===== src/rtl/dtt_crossbar_resp_router.sv =====
// dtt crossbar return path: round-robin routing of tagged responses to requesters.
// Optional error reporting enabled by defining DTT_RSP_ROUTER_ERR_EN.
module dtt_crossbar_resp_router #(
   parameter int N_RSP      = 4,
   parameter int N_REQ      = 4,
   parameter int DATA_WIDTH = 32,
   parameter int SRC_WIDTH  = (N_REQ > 1) ? $clog2(N_REQ) : 1
) (
   input  logic                  clk,
   input  logic                  rst,
   input  logic [DATA_WIDTH-1:0] rsp_data  [N_RSP],
   input  logic [SRC_WIDTH-1:0]  rsp_src   [N_RSP],
   input  logic                  rsp_valid [N_RSP],
   output logic                  rsp_ready [N_RSP],
   output logic [DATA_WIDTH-1:0] req_data  [N_REQ],
   output logic                  req_valid [N_REQ],
   input  logic                  req_ready [N_REQ]
`ifdef DTT_RSP_ROUTER_ERR_EN
   ,
   output logic                  err_pulse,
   output logic [15:0]           err_count
`endif
);

   localparam int IDX_W = (N_RSP > 1) ? $clog2(N_RSP) : 1;

   logic [IDX_W-1:0] rr      [N_REQ];
   logic             gnt_vld [N_REQ];
   logic [IDX_W-1:0] gnt_idx [N_REQ];

   // per-port round-robin pick, plus ready for winners and stray tags
   always_comb begin
      int idx;
      idx = 0;
      for (int j = 0; j < N_REQ; j++) begin
         gnt_vld[j] = 1'b0;
         gnt_idx[j] = '0;
      end
      for (int i = 0; i < N_RSP; i++) begin
         rsp_ready[i] = 1'b0;
      end
      if (!rst) begin
         for (int j = 0; j < N_REQ; j++) begin
            if (!req_valid[j] || req_ready[j]) begin
               for (int k = 0; k < N_RSP; k++) begin
                  idx = int'(rr[j]) + k;
                  if (idx >= N_RSP) idx = idx - N_RSP;
                  if (!gnt_vld[j] && rsp_valid[idx] &&
                      rsp_src[idx] == SRC_WIDTH'(j)) begin
                     gnt_vld[j] = 1'b1;
                     gnt_idx[j] = IDX_W'(idx);
                  end
               end
            end
         end
         for (int i = 0; i < N_RSP; i++) begin
            if (rsp_valid[i] && int'(rsp_src[i]) >= N_REQ)
               rsp_ready[i] = 1'b1;
         end
         for (int j = 0; j < N_REQ; j++) begin
            if (gnt_vld[j]) rsp_ready[gnt_idx[j]] = 1'b1;
         end
      end
   end

   // holding registers and pointers; pointer moves past the winner
   always_ff @(posedge clk) begin
      if (rst) begin
         for (int j = 0; j < N_REQ; j++) begin
            req_valid[j] <= 1'b0;
            req_data[j]  <= '0;
            rr[j]        <= '0;
         end
      end else begin
         for (int j = 0; j < N_REQ; j++) begin
            if (gnt_vld[j]) begin
               req_data[j]  <= rsp_data[gnt_idx[j]];
               req_valid[j] <= 1'b1;
               rr[j]        <= (int'(gnt_idx[j]) == N_RSP-1) ?
                               '0 : gnt_idx[j] + 1'b1;
            end else if (req_ready[j]) begin
               req_valid[j] <= 1'b0;
            end
         end
      end
   end

`ifdef DTT_RSP_ROUTER_ERR_EN
   logic [15:0] n_oor;
   logic [16:0] err_sum;

   // number of stray-tag responses consumed this cycle
   always_comb begin
      n_oor = '0;
      if (!rst) begin
         for (int i = 0; i < N_RSP; i++) begin
            if (rsp_valid[i] && int'(rsp_src[i]) >= N_REQ)
               n_oor = n_oor + 16'd1;
         end
      end
   end

   assign err_sum = {1'b0, err_count} + {1'b0, n_oor};

   // one-cycle pulse and saturating tally of dropped responses
   always_ff @(posedge clk) begin
      if (rst) begin
         err_pulse <= 1'b0;
         err_count <= '0;
      end else begin
         err_pulse <= |n_oor;
         err_count <= err_sum[16] ? 16'hFFFF : err_sum[15:0];
      end
   end
`endif

endmodule


===== config.mk =====
export PLATFORM = sky130hd
export DESIGN_NAME = dtt_crossbar_resp_router
export DESIGN_NICKNAME = d
export VERILOG_FILES = /design/src/rtl/dtt_crossbar_resp_router.sv
export SDC_FILE = /design/constraint.sdc
export NUM_CORES = 1
export LEC_CHECK = 0
export CAP_MARGIN = 30
export CORE_MARGIN = 1
export CORE_UTILIZATION = 41
export CTS_CLUSTER_DIAMETER = 50
export DETAILED_ROUTE_END_ITERATION = 7
export PLACE_DENSITY = 0.73
export SLEW_MARGIN = 20
export SYNTH_ARGS = -nofsm -noshare
export SYNTH_HDL_FRONTEND = slang
export SYNTH_SLANG_ARGS = --single-unit

===== constraint.sdc =====
create_clock -name clk -period 6.88 [get_ports clk]
set_clock_uncertainty 0.2 [all_clocks]
set_input_delay 1.376 -clock clk [delete_from_list [all_inputs] [get_ports clk]]
set_output_delay 1.376 -clock clk [all_outputs]
set_load 0.02 [all_outputs]

# After elaboration in Yosys (flattened, before gate mapping)
# Memories as Yosys holds them, arrays and structs flattened.
# Index checks and enable logic that the tools add are counted.
# classes
n_shift	0
muxes	276
multipliers	0
bitwise	31
n_reduce_logical	60
eq_ne	16
div	0
addsub	32
n_lt_le_gt_ge	44
# ops
operator	n
32-bit two-way mux	56
32-bit by 3-bit greater-or-equal comparator with 1-bit output (second input constant)	16
32-bit NOT	16
32-bit binary-select mux with 2-bit select	4
2-bit two-way mux	64
1-bit two-way mux	106
2-bit binary-select mux with 2-bit select	16
3-bit greater-or-equal comparator (second input constant)	20
3-bit by 3-bit subtractor with 4-bit output (second input constant)	12
4-bit two-way mux	9
1-bit binary-select mux with 2-bit select	16
1-bit logical AND	32
2-bit by 2-bit adder with 3-bit output (second input constant)	8
2-bit NOT with 3-bit output	8
2-bit by 1-bit equality test with 1-bit output (second input constant)	8
2-bit equality test (second input constant)	8
1-bit logical NOT	16
2-bit by 3-bit subtractor with 4-bit output (second input constant)	4
2-bit by 1-bit adder with 3-bit output (second input constant)	4
2-bit by 3-bit greater-or-equal comparator with 1-bit output (second input constant)	4
3-bit by 1-bit < comparator with 1-bit output (second input constant)	4
4-bit OR	3
2-bit by 1-bit adder with 2-bit output (second input constant)	4
1-bit demux with 2-bit select	4
other kinds (5)	17
# word_totals
mem_count	1
ramBits	8
latch_bits	0
mem_bits_ro	0
out_inout_bits	136
in_bits	146
reg_bits	132
# memory_table
name	depth	width	read_ports	rd_ports_with_merged_regs	write_ports	line	source
rr	4	2	4	0	4	27	logic [IDX_W-1:0] rr [N_REQ];

# Logic depth before layout (Yosys ltp)
# Gate-level depths: netlist of the first run.
# depth
depth_word	47
ltp_mapped	10
mapped_depth_nobuf	8

# Least setup slack after synthesis of the first run
# No wires, ideal clock.
# synth_timing
path_type	input -> output
from	in rsp_src[4] in the netlist's numbering
to	out rsp_ready[0] in the netlist's numbering
path_slack_ns	2.276
stages	7
arrival_ns	3.028
required_ns	5.304
cell_sequence	and3b_1 > o221ai_1 > a21oi_2 > buf_2 > buf_2 > a32oi_1 > a21oi_1
# synth_lines
element	line	source
from (decl)	12	input logic [SRC_WIDTH-1:0] rsp_src [N_RSP],
to (decl)	14	output logic rsp_ready [N_RSP],

==> impl_metrics.py, run 1 <==
metrics = {
    "floorplan": {
        "die_w_um": 148,
        "row_count": 53,
        "dieArea_um2": 21900,
        "ios": 282,
        "die_y_um": 148,
        "core_um2": 21000,
        "start_util_pct": 41.7,
    },
    "clocking": {
        "clk_pin_slew_ns": 0.06,
        "cts_setup_buffers": 0,
        "cts_tree": "built",
        "cts_sinks": 140,
        "cts_made_buffers": 17,
        "htree_levels": 4,
        "cts_buffer_depth": 2,
        "cts_resized": 0,
        "clkLatencyLatePin_ns": 0.42,
        "cts_hold_repair.buffers": 0,
        "cts-root-buf": "clkbuf_16",
    },
    "setup_path": {
        "cp.depth": 8,
        "crit_family": "simple AND/OR/NAND/NOR gates",
        "critPathMostFrequentCell": "clkdlybuf4s50_1",
        "cp_slowest_cell": "clkdlybuf4s50_1",
        "worstSetupPathType": "input pin to primary output",
        "critPathCaptureType": "primary output",
        "worst-path-buf-inv": 2,
        "slowest_delay_ns": 0.66,
        "reg2reg_depth": 6,
        "cp_max_fo": 11,
        "crit_required_ns": 5.30,
        "cp-start-kind": "input pin",
        "arrival_ns": 4.45,
        "cp_cell_sequence": "clkdlybuf4s50_1 -> or3b_4 -> nor3b_1 -> o21ai_4 -> nand2b_1 -> or3_1 -> o221ai_1 -> clkdlybuf4s50_1",
    },
    "synthesis": {
        "syn_nets": 1199,
        "ys.flop_type": "dfxtp_1",
        "synth_area_um2": 8740,
        "synth_top_family_by_area": "compound AO/OA/AOI/OAI gates",
        "synth_mux_area_share_pct": 16.8,
        "synth_compound_area_share_pct": 25.3,
        "yosysSeqAreaShare_pct": 33.0,
        "yosys_register_bits": 140,
        "synth_edf_count": 8,
        "synthXorXnorAreaFrac_pct": 0,
        "async_flop_share_pct": 0,
        "synth.avg_cell_area_um2": 8.33,
        "synth_area_leader_cell": "dfxtp_1",
        "synthTopCellsByArea": "dfxtp_1, mux2i_1, o221ai_1, nand2_1, a21oi_1",
        "synthDistinctLibCells": 64,
        "synth_adder_area_share_pct": 0.573,
        "synth-simple-area-share_pct": 19.3,
        "synthCells": 1049,
        "yosysTopAreaCellShare_pct": 30.2,
        "yosys_warnings": 0,
    },
    "timing": {
        "maxSlewViolCount": 0,
        "setup_viol_count_final": 0,
        "worstMarginPinSlew_ns": 1.06,
        "fin_tns_setup_ns": 0,
        "fmax_ghz": 0.166,
        "rsz0062_at_grt": "false",
        "fin_crit_ns": 6.02,
        "layout_setup_ws_ns": 0.859,
        "period_share_pct": 87.5,
        "hold_viol_final": 0,
        "relSlewSlack_pct": 29.1,
    },
    "hold_path": {
        "hold_depth": 2,
        "hold_path.class": "flip-flop to flip-flop",
    },
    "routing": {
        "routed_wl_um": 36400,
        "postRouteAntennaNets": 0,
        "post_drt_wl_per_cell_um": 23.1,
        "top_layer_used": "met4",
        "first_pass_iters": 6,
        "vias": 9762,
        "first_iter_violations": 916,
        "drc": 0,
        "wl_met1_um": 14700,
        "wl_met2_um": 17300,
        "vias_per_cell": 6.18,
        "wl_met3_um": 3140,
    },
    "global_routing": {
        "grt_pass1_wl_um": 54800,
        "grt_pass1_vias": 9511,
        "grt-ovfl-total": 0,
        "grt_usage_pct": 32.8,
        "grt_max_degree": 37,
        "antenna_found_initial": 0,
    },
    "placed_design": {
        "dpl.hpwl_um": 24100,
        "port_buffers": 281,
        "gp_congestion": 0.900,
        "pre_cts_slack_ns": 0.841,
    },
    "run_status": {
        "status": "finished clean",
    },
    "pwr": {
        "power_density_nw_per_um2": 231,
        "p_leak_nw": 4.84,
        "ir_worst_vdd_uv": 160,
    },
    "run": {
        "maxCapViolCount": 0,
    },
    "finish": {
        "syn2layout_area_growth_pct": 43.1,
        "nets": 1441,
        "drive_gt1_share_pct": 8.21,
    },
}
synth_stat cells, types with 2 or more instances:
cell	count
or3_1	4
and4_1	2
nor3b_1	4
a311o_1	2
mux2_2	4
nor2b_1	17
nor3_1	3
a21oi_1	81
mux2i_1	114
nand3b_1	7
nor4b_1	2
mux2_4	18
clkbuf_1	43
o221ai_1	102
nand3_1	8
and3_1	3
nand4_1	2
nor3_4	2
nand2b_1	16
buf_2	32
nor2_1	106
dfxtp_1	132
o22ai_1	3
a21oi_2	2
buf_6	5
o21ai_0	12
o21bai_1	10
inv_1	14
a22oi_1	3
o21ai_1	37
a211oi_1	10
nor3b_2	2
a21o_1	3
edfxtp_1	8
nand4b_1	2
ha_1	4
and3b_1	4
or3b_2	2
a221o_1	31
nand2_1	168
or2_1	2
report_power, final:
group	switching (mW)	internal (mW)
Sequential	0.0688	0.919
Clock	0.385	0.589
Combinational	0.509	0.417
Total	0.962	1.92
routing by layer:
layer	up-vias	GRT usage, %
met5	-	0
met4	0	17.0
met2	584	53.5
met3	91	5.31
li1	4406	-
met1	4681	41.6
worst min-delay path, stage by stage, from the launching register on:
cell	delay, ns
dfxtp_1	0.31
nand2_1	0.05
o21ai_1	0.05
layout by cell type (no fill, tap or decap), types with 3 or more instances in the layout:
cell type,n
ha_1,4
nand2_1,167
buf_4,17
edfxtp_1,8
mux2_4,18
dfxtp_1,132
a21o_1,3
nand3b_1,7
mux2i_1,114
nor2b_1,16
mux2_2,4
o221ai_1,102
buf_16,5
clkdlybuf4s50_1,280
or3_1,3
inv_6,4
a22oi_1,3
nor3b_1,4
o22ai_1,3
a21oi_4,4
inv_1,13
nor2_1,104
clkbuf_16,18
and3b_1,4
a21oi_1,79
clkbuf_8,3
o21bai_1,10
o21ai_1,36
and3_1,3
a211oi_1,9
nand2b_1,16
a221o_1,31
nor3_1,3
o21ai_0,12
nand3_1,7
layout make-up:
type                       instances  area, um^2
fill                            1857        8450
multi-input combinational        813        5520
timing repair buffer             304        3090
sequential                       140        2880
clock buffer                      21         492
tap                              275         344
clock inverter                    11         129
inverter                          15        56.3
antenna                            1        2.50
sequential cells by signal, summed over array words and instances (netlist names):
name and cells:
req_data 128, rr 8, req_valid 4
through the flow:
stage	hold slack, ns	power [mW]	util (%)	cells	instance area [um^2]
4_1_cts	0.251	2.88	59.6	1578	12500
2_1_floorplan	0.323	1.45	-	1049	8740
5_1_grt	0.271	2.99	59.7	1579	12500
3_3_place_gp	0.236	1.89	56.0	1541	11700
6_report	0.244	2.89	59.7	1580	12500
3_5_place_dp	0.242	1.91	56.6	1546	11900
cell families (layout without fill, tap and decap cells):
family | count (synthesis) | in the layout
AOI/OAI and AO/OA | 307 | 307
adders and majority gates | 4 | 4
buffers and inverters | 96 | 351
DFF | 140 | 140
muxes | 137 | 137
other | 0 | 1
and+or+nand+nor | 365 | 365
worst paths after layout:
kind	startpoint	to	slack (ns)
setup / recovery	rsp_valid[1]	rsp_ready[1]	0.86
hold reg to reg	req_data[102]	req_data[102]	0.24
hold / removal	req_data[102]	req_data[102]	0.24
setup reg to reg	rr[3][0]	rr[3][1]	3.36
No activity file was read; power rests on OpenSTA's default activity.
==> run 2: changes to the inputs <==
--- a/config.mk
+++ b/config.mk
@@ -11,6 +11,7 @@
 export CTS_CLUSTER_DIAMETER = 50
 export DETAILED_ROUTE_END_ITERATION = 7
 export PLACE_DENSITY = 0.73
+export REMOVE_ABC_BUFFERS = 1
 export SLEW_MARGIN = 20
 export SYNTH_ARGS = -nofsm -noshare
 export SYNTH_HDL_FRONTEND = slang
==> run 2 against run 1 <==
Worst setup slack improved by 0.0075 ns. Core utilization grew 0.25 points. Sequential power hardly changed. Die area did not move. Maximum frequency is 0.12% higher. Combinational power is 0.5% lower. Cell area is 0.42% higher. Critical path type unchanged. Largest cell class unchanged. Largest power group is now the clock network. Highest routed layer unchanged.
==> impl_metrics.py, run 2 (synthesis results as in run 1) <==
metrics = {
    "setup_path": {
        "cp_cell_sequence": "clkdlybuf4s50_1 -> or3b_4 -> nor3b_1 -> o21ai_4 -> nand2b_1 -> or3_1 -> o221ai_1 -> clkdlybuf4s50_1",
        "r2r-start": "rr[3][0]",
        "critPathMostFrequentCell": "clkdlybuf4s50_1",
        "crit_end": "rsp_ready[1]",
        "critPathLaunch": "rsp_valid[1]",
        "worst-path-buf-inv": 2,
        "crit_required_ns": 5.30,
        "slowest_delay_ns": 0.66,
        "critPathCaptureType": "primary output",
        "cp_slowest_cell": "clkdlybuf4s50_1",
        "cp-start-kind": "input pin",
        "cp_max_fo": 11,
        "cp.depth": 8,
        "reg2reg_to": "rr[3][1]",
        "crit_family": "simple AND/OR/NAND/NOR gates",
        "arrival_ns": 4.44,
        "reg2reg_slack_ns": 3.44,
        "reg2reg_depth": 6,
        "worstSetupPathType": "input pin to primary output",
    },
    "floorplan": {
        "die_w_um": 148,
        "start_util_pct": 41.7,
        "row_count": 53,
        "ios": 282,
        "core_um2": 21000,
        "dieArea_um2": 21900,
        "die_y_um": 148,
    },
    "clocking": {
        "clkLatencyLatePin_ns": 0.42,
        "htree_levels": 4,
        "cts_made_buffers": 17,
        "cts_buffer_depth": 2,
        "cts_sinks": 140,
        "clk_pin_slew_ns": 0.06,
        "cts_tree": "built",
        "cts_setup_buffers": 0,
        "cts_hold_repair.buffers": 0,
        "cts_resized": 0,
        "cts-root-buf": "clkbuf_16",
    },
    "finish": {
        "multi_input_area_um2": 5520,
        "final_cell_mix": "clkdlybuf4s50_1, nand2_1, dfxtp_1, mux2i_1, nor2_1",
        "drive_gt1_share_pct": 8.12,
        "stdcell_count": 1582,
        "top_regs": "req_data: 128 flops, rr: 8 flops, req_valid: 4 flops",
        "syn2layout_area_growth_pct": 43.7,
        "nets": 1442,
        "n_fill_cell": 1876,
        "largest_reg_flops": 128,
        "largest_register": "req_data",
        "seqCellArea_um2": 2880,
        "final_common_cell": "clkdlybuf4s50_1",
    },
    "timing": {
        "rsz0062_at_grt": "false",
        "worstMarginPinSlew_ns": 0.967,
        "relSlewSlack_pct": 35.3,
        "fin_crit_ns": 6.01,
        "maxSlewViolCount": 0,
        "fmax_ghz": 0.166,
        "period_share_pct": 87.4,
        "hold_viol_final": 0,
        "holdWs_ns": 0.249,
        "setup_viol_count_final": 0,
    },
    "placed_design": {
        "place_inst": 1548,
        "gp_congestion": 0.896,
        "dpl.hpwl_um": 23400,
        "port_buffers": 281,
    },
    "global_routing": {
        "grt_pass1_wl_um": 54700,
        "grt_pass1_vias": 9623,
        "grt_max_degree": 41,
        "antenna_found_initial": 2,
        "grt_usage_pct": 32.5,
        "grt-ovfl-total": 0,
    },
    "routing": {
        "vias_per_cell": 6.14,
        "drc": 0,
        "routed_wl_um": 35700,
        "vias": 9719,
        "postRouteAntennaNets": 0,
        "first_iter_violations": 833,
        "first_pass_iters": 5,
        "post_drt_wl_per_cell_um": 22.6,
    },
    "pwr": {
        "power_density_nw_per_um2": 238,
        "ir_worst_vdd_uv": 184,
        "p_leak_nw": 4.86,
        "finalPower_mw": 2.99,
    },
    "hold_path": {
        "hold_path.class": "flip-flop to flip-flop",
    },
    "run_status": {
        "status": "finished clean",
    },
    "run": {
        "maxCapViolCount": 0,
    },
}
## run 2: cell count changes in the layout (fill, tap and decap cells not counted), sizes merged
cell | before | now
bufinv | 2 | 6
clkbuf | 21 | 19
clkdlybuf4s50 | 280 | 281
clkinv | 4 | 3
diode | 1 | 2
inv | 18 | 17
## run 2: power breakdown
group / leakage, nW / internal, mW / total (mW) / switching, mW
Clock: 0.324 / 0.693 / 1.08 / 0.387
Combinational: 3.36 / 0.416 / 0.920 / 0.505
Sequential: 1.18 / 0.919 / 0.988 / 0.0690
Total: 4.86 / 2.03 / 2.99 / 0.961
## run 2: worst min-delay path, cell delays in order, from the launching register on
cell and delay [ns]:
dfxtp_1 0.31, nand2_1 0.05, o21ai_1 0.05
## run 2: how the worst min path moves through the flow
stage	startpoint	to	slack, ns	cells past startpoint
2_1_floorplan	req_data[100]	req_data[100]	0.33	2
3_3_place_gp	req_data[123]	req_data[123]	0.24	2
3_5_place_dp	req_data[103]	req_data[103]	0.24	2
4_1_cts	req_data[103]	req_data[103]	0.25	2
5_1_grt	req_data[113]	req_data[113]	0.27	2
6_report	req_data[103]	req_data[103]	0.25	2
## run 2: area by class of cell
type / count / share of cell area (%)
repair buffers: 305 / 24.5
diodes: 2 / 0.0398
multi-input cells: 813 / 43.9
clock inverters: 13 / 1.87
clock buffers: 19 / 3.53
inverters: 15 / 0.448
well taps: 275 / 2.74
flip-flops and latches: 140 / 22.9
## run 2: through the flow
stage | TNS, ns | worst slack, ns | util (%) | cell area, um^2
finish | 0 | 0.866 | 59.9 | 12600
global route | 0 | 0.754 | 59.9 | 12600
CTS | 0 | 0.903 | 59.9 | 12600
detailed placement | 0 | 0.923 | 56.7 | 11900
global placement | 0 | 0.959 | 56.1 | 11700
floorplan | -2.17 | -0.862 | - | 8360
## run 2: layer usage
metal,vias to the layer above,part of all wire (%),track usage (%)
li1,4410,-,-
met2,570,46,52.0
met1,4648,41,40.9
met5,-,0,0
met3,91,9.6,8.36
met4,0,3.5,14.5
